--- config.mk ---
export PLATFORM = sky130hd
export DESIGN_NAME = lsu_split_16b
export DESIGN_NICKNAME = d
export VERILOG_FILES = /design/src/rtl/lsu_split_16b.sv
export SDC_FILE = /design/constraint.sdc
export NUM_CORES = 1
export LEC_CHECK = 0
export CORE_MARGIN = 2
export CORE_UTILIZATION = 44
export CTS_CLUSTER_SIZE = 12
export DETAILED_ROUTE_END_ITERATION = 6
export GPL_TIMING_DRIVEN = 0
export PLACE_DENSITY = 0.76
export SYNTH_ARGS = -nofsm -noshare
export SYNTH_HDL_FRONTEND = slang
export SYNTH_SLANG_ARGS = --single-unit
--- constraint.sdc ---
create_clock -name clk -period 1.6 [get_ports clk]
set_input_delay 0.32 -clock clk [delete_from_list [all_inputs] [get_ports clk]]
set_output_delay 0.32 -clock clk [all_outputs]
set_load 0.05 [all_outputs]
--- src/rtl/lsu_split_16b.sv ---
// lsu_split_16b: splits odd-address 16-bit core accesses into two byte
// transfers for a 16-bit little-endian LSU and merges the byte lanes back
// into one aligned, extended response per core access.
// Optional build macro: LSU_SPLIT_SEXT_EN adds core_sext (byte-read sign
// extension); without it every byte read is zero-extended.
module lsu_split_16b #(
    parameter bit WRITE_RSP = 1'b1
) (
    input  logic        clk,
    input  logic        a_rst,
    input  logic        core_valid,
    output logic        core_ready,
    input  logic [15:0] core_addr,
    input  logic [15:0] core_data,
    input  logic        core_width,
    input  logic        core_cmd,
    input  logic        core_t_id,
`ifdef LSU_SPLIT_SEXT_EN
    input  logic        core_sext,
`endif
    output logic [15:0] rq_addr,
    output logic        rq_wr_addr,
    output logic [15:0] rq_data,
    output logic        rq_width,
    output logic        rq_cmd,
    output logic        rq_t_id,
    output logic        rq_start,
    input  logic        rq_ack,
    input  logic        mem_rdy,
    input  logic [15:0] mem_rd_data,
    output logic        rsp_valid,
    output logic [15:0] rsp_data,
    output logic        rsp_t_id
);

    typedef enum logic [1:0] {IDLE, REQ1, REQ2, WAIT_LAST} state_e;

    state_e      state_q;
    logic [15:0] addr_q;
    logic [15:0] data_q;
    logic        width_q;
    logic        cmd_q;
    logic        t_id_q;
    logic        split_q;
    logic        sext_q;
    logic [7:0]  lo_q;

    logic        rq_start_q;
    logic [15:0] rq_addr_q;
    logic [15:0] rq_data_q;
    logic        rq_width_q;

    logic        rsp_valid_q;
    logic [15:0] rsp_data_q;
    logic        rsp_t_id_q;

    logic        sext_in;
    logic        accept_split;
    logic [7:0]  sel_byte;
    logic        ext_bit;
    logic [15:0] rsp_data_d;

`ifdef LSU_SPLIT_SEXT_EN
    assign sext_in = core_sext;
`else
    assign sext_in = 1'b0;
`endif

    assign core_ready = (state_q == IDLE);
    assign rq_start   = rq_start_q;
    assign rq_addr    = rq_addr_q;
    assign rq_data    = rq_data_q;
    assign rq_width   = rq_width_q;
    assign rq_cmd     = cmd_q;
    assign rq_t_id    = t_id_q;
    assign rq_wr_addr = 1'b1;
    assign rsp_valid  = rsp_valid_q;
    assign rsp_data   = rsp_data_q;
    assign rsp_t_id   = rsp_t_id_q;

    // Split decision and merged/extended read data for the final completion.
    always_comb begin
        // NOTE: every signal gets a default first so no path leaves it unassigned and infers a latch.
        rsp_data_d   = 16'h0000;
        accept_split = core_addr[0] & ~core_width;
        sel_byte     = addr_q[0] ? mem_rd_data[15:8] : mem_rd_data[7:0];
        ext_bit      = sext_q & sel_byte[7];
        if (!cmd_q) begin
            if (split_q) begin
                rsp_data_d = {mem_rd_data[7:0], lo_q};
            end else if (width_q) begin
                rsp_data_d = {{8{ext_bit}}, sel_byte};
            end else begin
                rsp_data_d = mem_rd_data;
            end
        end
    end

    // Request sequencing FSM with registered LSU request and core response.
    always_ff @(posedge clk or negedge a_rst) begin
        if (!a_rst) begin
            // NOTE: every register, including the latched request, is reset so a split aborted midway leaves nothing behind.
            state_q     <= IDLE;
            addr_q      <= 16'h0000;
            data_q      <= 16'h0000;
            width_q     <= 1'b0;
            cmd_q       <= 1'b0;
            t_id_q      <= 1'b0;
            split_q     <= 1'b0;
            sext_q      <= 1'b0;
            lo_q        <= 8'h00;
            rq_start_q  <= 1'b0;
            rq_addr_q   <= 16'h0000;
            rq_data_q   <= 16'h0000;
            rq_width_q  <= 1'b0;
            rsp_valid_q <= 1'b0;
            rsp_data_q  <= 16'h0000;
            rsp_t_id_q  <= 1'b0;
        end else begin
            // NOTE: non-blocking assignments so every register samples pre-edge values.
            rsp_valid_q <= 1'b0;
            case (state_q)
                IDLE: begin
                    if (core_valid) begin
                        addr_q     <= core_addr;
                        data_q     <= core_data;
                        width_q    <= core_width;
                        cmd_q      <= core_cmd;
                        t_id_q     <= core_t_id;
                        split_q    <= accept_split;
                        sext_q     <= sext_in;
                        rq_start_q <= 1'b1;
                        rq_addr_q  <= core_addr;
                        rq_width_q <= core_width | accept_split;
                        // Any odd-address first transfer is a byte on lane 1.
                        rq_data_q  <= core_addr[0] ? {core_data[7:0], core_data[7:0]} : core_data;
                        state_q    <= REQ1;
                    end
                end
                REQ1: begin
                    if (rq_ack) begin
                        if (split_q) begin
                            rq_addr_q <= addr_q + 16'd1;
                            rq_data_q <= {data_q[15:8], data_q[15:8]};
                            state_q   <= REQ2;
                        end else begin
                            rq_start_q <= 1'b0;
                            state_q    <= WAIT_LAST;
                        end
                    end
                end
                REQ2: begin
                    // Part-2 ack coincides with part-1 completion; odd byte sits on lane 1.
                    if (rq_ack) begin
                        lo_q       <= mem_rd_data[15:8];
                        rq_start_q <= 1'b0;
                        state_q    <= WAIT_LAST;
                    end
                end
                WAIT_LAST: begin
                    if (mem_rdy) begin
                        state_q <= IDLE;
                        if (!cmd_q || WRITE_RSP) begin
                            rsp_valid_q <= 1'b1;
                            rsp_data_q  <= rsp_data_d;
                            rsp_t_id_q  <= t_id_q;
                        end
                    end
                end
                default: state_q <= IDLE;
            endcase
        end
    end

    // Part-1 completion without the part-2 acknowledge breaks the LSU contract.
    a_rdy_with_ack: assert property (@(posedge clk) disable iff (!a_rst)
        (state_q == REQ2 && mem_rdy) |-> rq_ack);

endmodule

==> results of run 1 <==
==> routing by layer <==
layer,GRT usage,part of all wire,vias to the layer above
met3,0.0472,0.049,17
met1,0.285,0.45,1837
li1,-,-,1728
met5,0,0,-
met2,0.365,0.49,124
met4,0.0695,0.015,0
==> Yosys cell counts (all sizes together) <==
master  instances  area [µm²]
nor3            3        15.0
or4             3        26.3
xnor2           9        78.8
nor2b           2        12.5
conb            1        3.75
a22o            9        78.8
mux2i          31         310
nand3           7        35.0
nor3b           3        22.5
or2             1        6.26
buf            11        63.8
o311ai          3        26.3
a31o            1        8.76
o31ai           5        37.5
o21ai          45         229
ha              5        62.6
a22oi           7        52.6
nand2b         11        68.8
a21oi          10        50.1
nand4           3        40.0
a21o            2        15.0
a311oi          1        15.0
clkbuf         13        48.8
inv            12        45.0
dfrtp          90        2250
mux2           35         394
o221ai          7        61.3
nand2          58         218
nor4            3        18.8
nor2           19        71.3
==> metrics by stage <==
step | cells | worst slack [ns] | setup TNS (ns) | hold WS [ns] | power, W
global route | 686 | -0.0947 | -2.78 | 0.425 | 0.0151
CTS | 682 | -0.0960 | -0.922 | 0.387 | 0.0138
detailed placement | 654 | -0.410 | -23.75 | 0.225 | 0.0119
global placement | 653 | -3.08 | -298.31 | 0.465 | 0.0117
finish | 686 | -0.0339 | -0.215 | 0.382 | 0.0144
floorplan | 410 | 0.000453 | 0 | 0.0244 | 0.00937
==> kinds of logic (layout without fill, tap and decap cells) <==
group | after synthesis | count (layout) | synth area share
buf+inv | 36 | 178 | 0.0361
fa+ha+maj | 5 | 5 | 0.0143
flops | 90 | 90 | 0.516
other cells | 1 | 1 | 0.000859
xor+xnor | 9 | 9 | 0.0180
compound gates | 90 | 91 | 0.131
mux | 66 | 66 | 0.161
simple gates | 113 | 113 | 0.122
==> flip-flops by register name, summed over array words and instances (netlist names) <==
signal and count:
addr_q 16, data_q 8, lo_q 8, rq_addr 16
rq_cmd 1, rq_data 16, rq_start 1, rq_t_id 1
rq_width 1, rsp_data 16, rsp_t_id 1, rsp_valid 1
split_q 1, state_q 2, width_q 1
==> cell usage in the layout, fill, tap and decap left out, types with 4 or more instances in the layout <==
cell             count
dfrtp_2              8
clkdlybuf4s15_1     30
clkdlybuf4s50_1     54
nor2_1              16
o21ai_1              8
nand3_1              5
clkbuf_8            12
o221ai_1             5
dfrtp_1             82
mux2i_1             31
nand2b_1             9
dlygate4sd2_1       14
nand2_1             54
a22o_1               9
xnor2_1              9
o21ai_0             34
buf_6               10
a21oi_1             10
buf_8                4
mux2_2              35
clkbuf_2            13
inv_1               10
clkbuf_4             4
a22oi_1              7
buf_4               13
o31ai_1              5
==> final cells by class <==
cell class | count | area share
Timing Repair Buffer | 127 | 0.194
Clock inverter | 6 | 0.0181
Clock buffer | 10 | 0.0219
Tap cell | 133 | 0.0264
Multi-Input combinational cell | 285 | 0.340
Inverter | 12 | 0.00715
Sequential cell | 90 | 0.359
Buffer | 23 | 0.0338
==> power groups by stage <==
stage / Sequential (W) / Combinational [W] / Clock, W
final: 0.00431 / 0.00815 / 0.00192
after global routing: 0.00445 / 0.00865 / 0.00204
after CTS: 0.00426 / 0.00765 / 0.00194
after detailed placement: 0.00429 / 0.00757 / 0
after global placement: 0.00424 / 0.00742 / 0
after floorplan: 0.00631 / 0.00306 / 0
==> path summary, 6_finish.rpt <==
path | from | end | depth (start not counted)
max | state_q[0] | rq_addr[14] | 8
min | a_rst | state_q[1] | 2
max reg2reg | state_q[0] | rq_addr[14] | 8
min reg2reg | rq_addr[0] | rq_addr[0] | 2
max in group asynchronous | a_rst | addr_q[4] | 3
min in group clk | rq_addr[0] | rq_addr[0] | 2
==> what timing repair did <==
action | 4_1_cts | 5_1_grt
pin swaps | 4 | 10
buffers inserted | 11 | 3
hold buffers | 1 | 0
endpoints found under the hold margin | 17 | 0
endpoints found under the setup margin | 129 | 112
resized for setup | 110 | 94
cloned | 1 | 1
==> flow_summary.json, run 1 <==
{
  "status": "finished with violations",
  "violations": "setup timing",
  "max_slew_margin": 0.643,
  "grt_use_total": 0.219,
  "path_delay_family": "flip-flops",
  "avgViaCountPerCell": 5.40,
  "grt_overflow": 0,
  "slew_violations": 0,
  "hold_viol_final": 0,
  "dieArea_um2": 10700,
  "die_w_um": 104,
  "wirelength_mm": 11.9,
  "regArea_um2": 2260,
  "leakagePower_nw": 2.80,
  "crit_buf_inv": 3,
  "io_buffers": 110,
  "antenna_found_initial": 0,
  "core_um2": 9680,
  "worst_path_max_delay_cell": "dfrtp_2",
  "dieHeight_um": 104,
  "h-tree-depth": 3,
  "vias": 3706,
  "synth_nets": 471,
  "drt_iter0_markers": 171,
  "tightest_slew_ns": 0.537,
  "min_path_type": "primary input to asynchronous set/reset pin",
  "switching_share": 0.469,
  "cp.required_ns": 1.83,
  "fillCellCount": 782,
  "yosys_warnings": 0,
  "fin_ws_ns": -0.0339,
  "routabilityCongestion": 0.835,
  "vdd_drop_max_v": 0.00118,
  "antenna_cells": 0,
  "fmax_mhz": 612,
  "cts.sinks": 90,
  "dp_hpwl_mm": 7.95,
  "ioPinCount": 112,
  "post_dp_cell_area_um2": 5700,
  "power_density_nw_per_um2": 2280,
  "grt_pass1_vias": 3773,
  "syn_to_final_growth_pct": 44.1,
  "power_frac_comb": 0.567,
  "seqPwrFrac": 0.299,
  "cp_common_cell": "buf_6",
  "utilization": 0.650,
  "ys_seq_area_frac": 0.516,
  "cts_made_buffers": 9,
  "rsz0062_at_grt": "yes",
  "ys_ff_latch": 90,
  "start_util": 0.451,
  "dr.pass1.iters": 4,
  "start_kind": "flop",
  "avgRoutedWirePerCell_um": 17.4,
  "p_sw_w": 0.00674,
  "nNetsFinal": 609,
  "finalCritPeriodShare": 1.02,
  "synthDistinctLibCells": 36,
  "tritoncts": "built",
  "grt_pass1_wl_mm": 18.9,
  "arrival_ns": 1.87,
  "fin_skew_ns": 0.0132,
  "r2r_slack_ns": -0.03,
  "crit_path_max_incr_delay_ns": 0.42,
  "setup_viol": 15,
  "internal_power_w": 0.00764,
  "worstSetupPathType": "flop to flop",
  "multi_input_area_um2": 2140,
  "syn_area_um2": 4370,
  "drc": 0,
  "grt_max_degree": 74,
  "insertion_delay_ns": 0.36,
  "layout-drive-gt1-share": 0.257,
  "end_kind": "flop",
  "netlist_instances": 410,
  "crit_chain": "buf_6, ha_4, buf_6, nand3_4, a21o_4, buf_8, nand2_1, o311ai_1",
  "clkSlewWorstSetupHoldPaths_ns": 0.09,
  "rows": 36,
  "avgSynthCellArea_um2": 10.7,
  "clockBufferDepth": 2,
  "p_clk_frac": 0.134,
  "cts_root_buf": "clkbuf_8",
  "ant_nets": 0,
  "final_area_um2": 6300,
  "period_minus_slack_ns": 1.63,
  "drv_cap": 0,
  "cp_max_fo": 5
}
Note: power is estimated with default switching activity, not from simulation.
==> run 2: changes to the inputs <==
--- a/config.mk
+++ b/config.mk
@@ -7,7 +7,6 @@
 export LEC_CHECK = 0
 export CORE_MARGIN = 2
 export CORE_UTILIZATION = 44
-export CTS_CLUSTER_SIZE = 12
 export DETAILED_ROUTE_END_ITERATION = 6
 export GPL_TIMING_DRIVEN = 0
 export PLACE_DENSITY = 0.76
==> results of run 2 <==
Same layout as run 1: the final DEF is identical, and so are final timing and power.
==> run 3: changes to the inputs <==
--- a/config.mk
+++ b/config.mk
@@ -6,10 +6,9 @@
 export NUM_CORES = 1
 export LEC_CHECK = 0
 export CORE_MARGIN = 2
-export CORE_UTILIZATION = 44
+export CORE_UTILIZATION = 47
 export DETAILED_ROUTE_END_ITERATION = 6
-export GPL_TIMING_DRIVEN = 0
-export PLACE_DENSITY = 0.76
+export PLACE_DENSITY = 0.77
 export SYNTH_ARGS = -nofsm -noshare
 export SYNTH_HDL_FRONTEND = slang
 export SYNTH_SLANG_ARGS = --single-unit
==> constraint.sdc (replaced) <==
create_clock -name clk -period 1.65 [get_ports clk]
set_input_delay 0.33 -clock clk [delete_from_list [all_inputs] [get_ports clk]]
set_output_delay 0.33 -clock clk [all_outputs]
set_load 0.05 [all_outputs]
==> flow_summary.json, run 3 (synthesis results as in run 1) <==
{
  "drv_cap": 0,
  "insertion_delay_ns": 0.36,
  "dieHeight_um": 100,
  "grt_pass1_wl_mm": 16.8,
  "fin_skew_ns": 0.0103,
  "p_clk_frac": 0.123,
  "hold_viol_final": 0,
  "grt_pass1_vias": 3599,
  "routabilityCongestion": 0.774,
  "dr.pass1.iters": 4,
  "period_minus_slack_ns": 1.63,
  "final_area_um2": 6150,
  "cts_made_buffers": 9,
  "seqPwrFrac": 0.304,
  "grt_overflow": 0,
  "post_dp_cell_area_um2": 5730,
  "vdd_drop_max_v": 0.00120,
  "final_cell_mix": "88 x buf_4, 84 x dfrtp_1, 58 x nand2_1, 54 x clkdlybuf4s50_1, 43 x o21ai_0",
  "drc": 0,
  "antenna_found_initial": 0,
  "min_path_type": "primary input to asynchronous set/reset pin",
  "setup_tns_ns": 0,
  "arrival_ns": 1.30,
  "regArea_um2": 2260,
  "fmax_mhz": 614,
  "ioPinCount": 112,
  "antenna_cells": 0,
  "setup_viol": 0,
  "start_util": 0.480,
  "die_w_um": 100,
  "cts.sinks": 90,
  "rows": 35,
  "slew_violations": 0,
  "syn_to_final_growth_pct": 40.8,
  "leakagePower_nw": 2.79,
  "h-tree-depth": 3,
  "drt_iter0_markers": 101,
  "nNetsFinal": 612,
  "multi_input_area_um2": 2070,
  "power_density_nw_per_um2": 2200,
  "finalCritPeriodShare": 0.987,
  "io_buffers": 110,
  "path_delay_family": "flip-flops",
  "status": "completed",
  "power_frac_comb": 0.573,
  "layout-drive-gt1-share": 0.317,
  "dieArea_um2": 10100,
  "ant_nets": 0,
  "tritoncts": "built",
  "fillCellCount": 711,
  "core_um2": 9110,
  "vias": 3631,
  "wirelength_mm": 10.7,
  "dp_hpwl_mm": 7.15,
  "crit_buf_inv": 3,
  "worst_path_max_delay_cell": "dfrtp_2",
  "reg2reg_depth": 5,
  "end_kind": "output port",
  "power.total_w": 0.0135,
  "internal_power_w": 0.00728,
  "rsz0062_at_grt": "yes",
  "grt_use_total": 0.211,
  "avgRoutedWirePerCell_um": 16.1,
  "crit_path_max_incr_delay_ns": 0.45,
  "cp_max_fo": 7,
  "clkSlewWorstSetupHoldPaths_ns": 0.09,
  "start_kind": "flop",
  "avgViaCountPerCell": 5.45,
  "cp.required_ns": 1.32,
  "worstSetupPathType": "flop to output port",
  "cts_root_buf": "clkbuf_8",
  "switching_share": 0.463,
  "grt_max_degree": 45,
  "clockBufferDepth": 2,
  "tightest_slew_ns": 0.615,
  "p_sw_w": 0.00627,
  "crit_chain": "inv_2, ha_4, buf_6, buf_12",
  "max_slew_margin": 0.588,
  "final_common_cell": "buf_4",
  "path_depth": 4
}
run 3: cell type report:
class	count	area share
clock buffer	9	0.0201
inverter	12	0.00732
clock inverter	6	0.0151
timing repair buffer	154	0.231
multi-input combinational	284	0.337
tap	111	0.0226
sequential	90	0.367
run 3: power by group through the flow:
stage               Sequential, W  Clock (W)  Combinational [W]
floorplan                 0.00612          0            0.00293
global placement          0.00407          0            0.00720
detailed placement        0.00410          0            0.00739
CTS                       0.00407    0.00168            0.00743
global route              0.00426    0.00178            0.00833
finish                    0.00412    0.00166            0.00776
run 3: path summary, 6_finish.rpt:
check,from,endpoint,slack (ns)
max in group asynchronous,a_rst,state_q[0],0.68
worst min-delay path,a_rst,rsp_t_id,0.42
min in group clk,rq_addr[0],rq_addr[0],0.49
worst min register to register,rq_addr[0],rq_addr[0],0.49
worst max register to register,addr_q[0],rq_addr[9],0.05
worst max-delay path,state_q[0],core_ready,0.02
run 3: per-layer routing:
layer  vias to the layer above  global-route usage  wire length (µm)
met2                       104               0.342              5170
met5                         -                   0                 0
met3                        11              0.0648               692
met1                      1792               0.272              4780
li1                       1724                   -                 -
met4                         0              0.0643               103
run 3: through the flow:
step	setup slack, ns	util	instances	hold WS (ns)
floorplan	-0.0786	-	410	0.0344
global placement	-0.0404	0.629	640	0.268
detailed placement	-0.0860	0.629	640	0.270
CTS	0.00221	0.656	657	0.425
global route	-0.0561	0.675	666	0.436
finish	0.0213	0.675	666	0.423
run 3: timing repair:
item	in CTS	in global routing
pin swaps	1	5
setup buffers	1	8
cloned	0	1
endpoints found under the setup margin	2	43
hold buffers	1	0
endpoints found under the hold margin	25	0
gates resized for setup	4	20
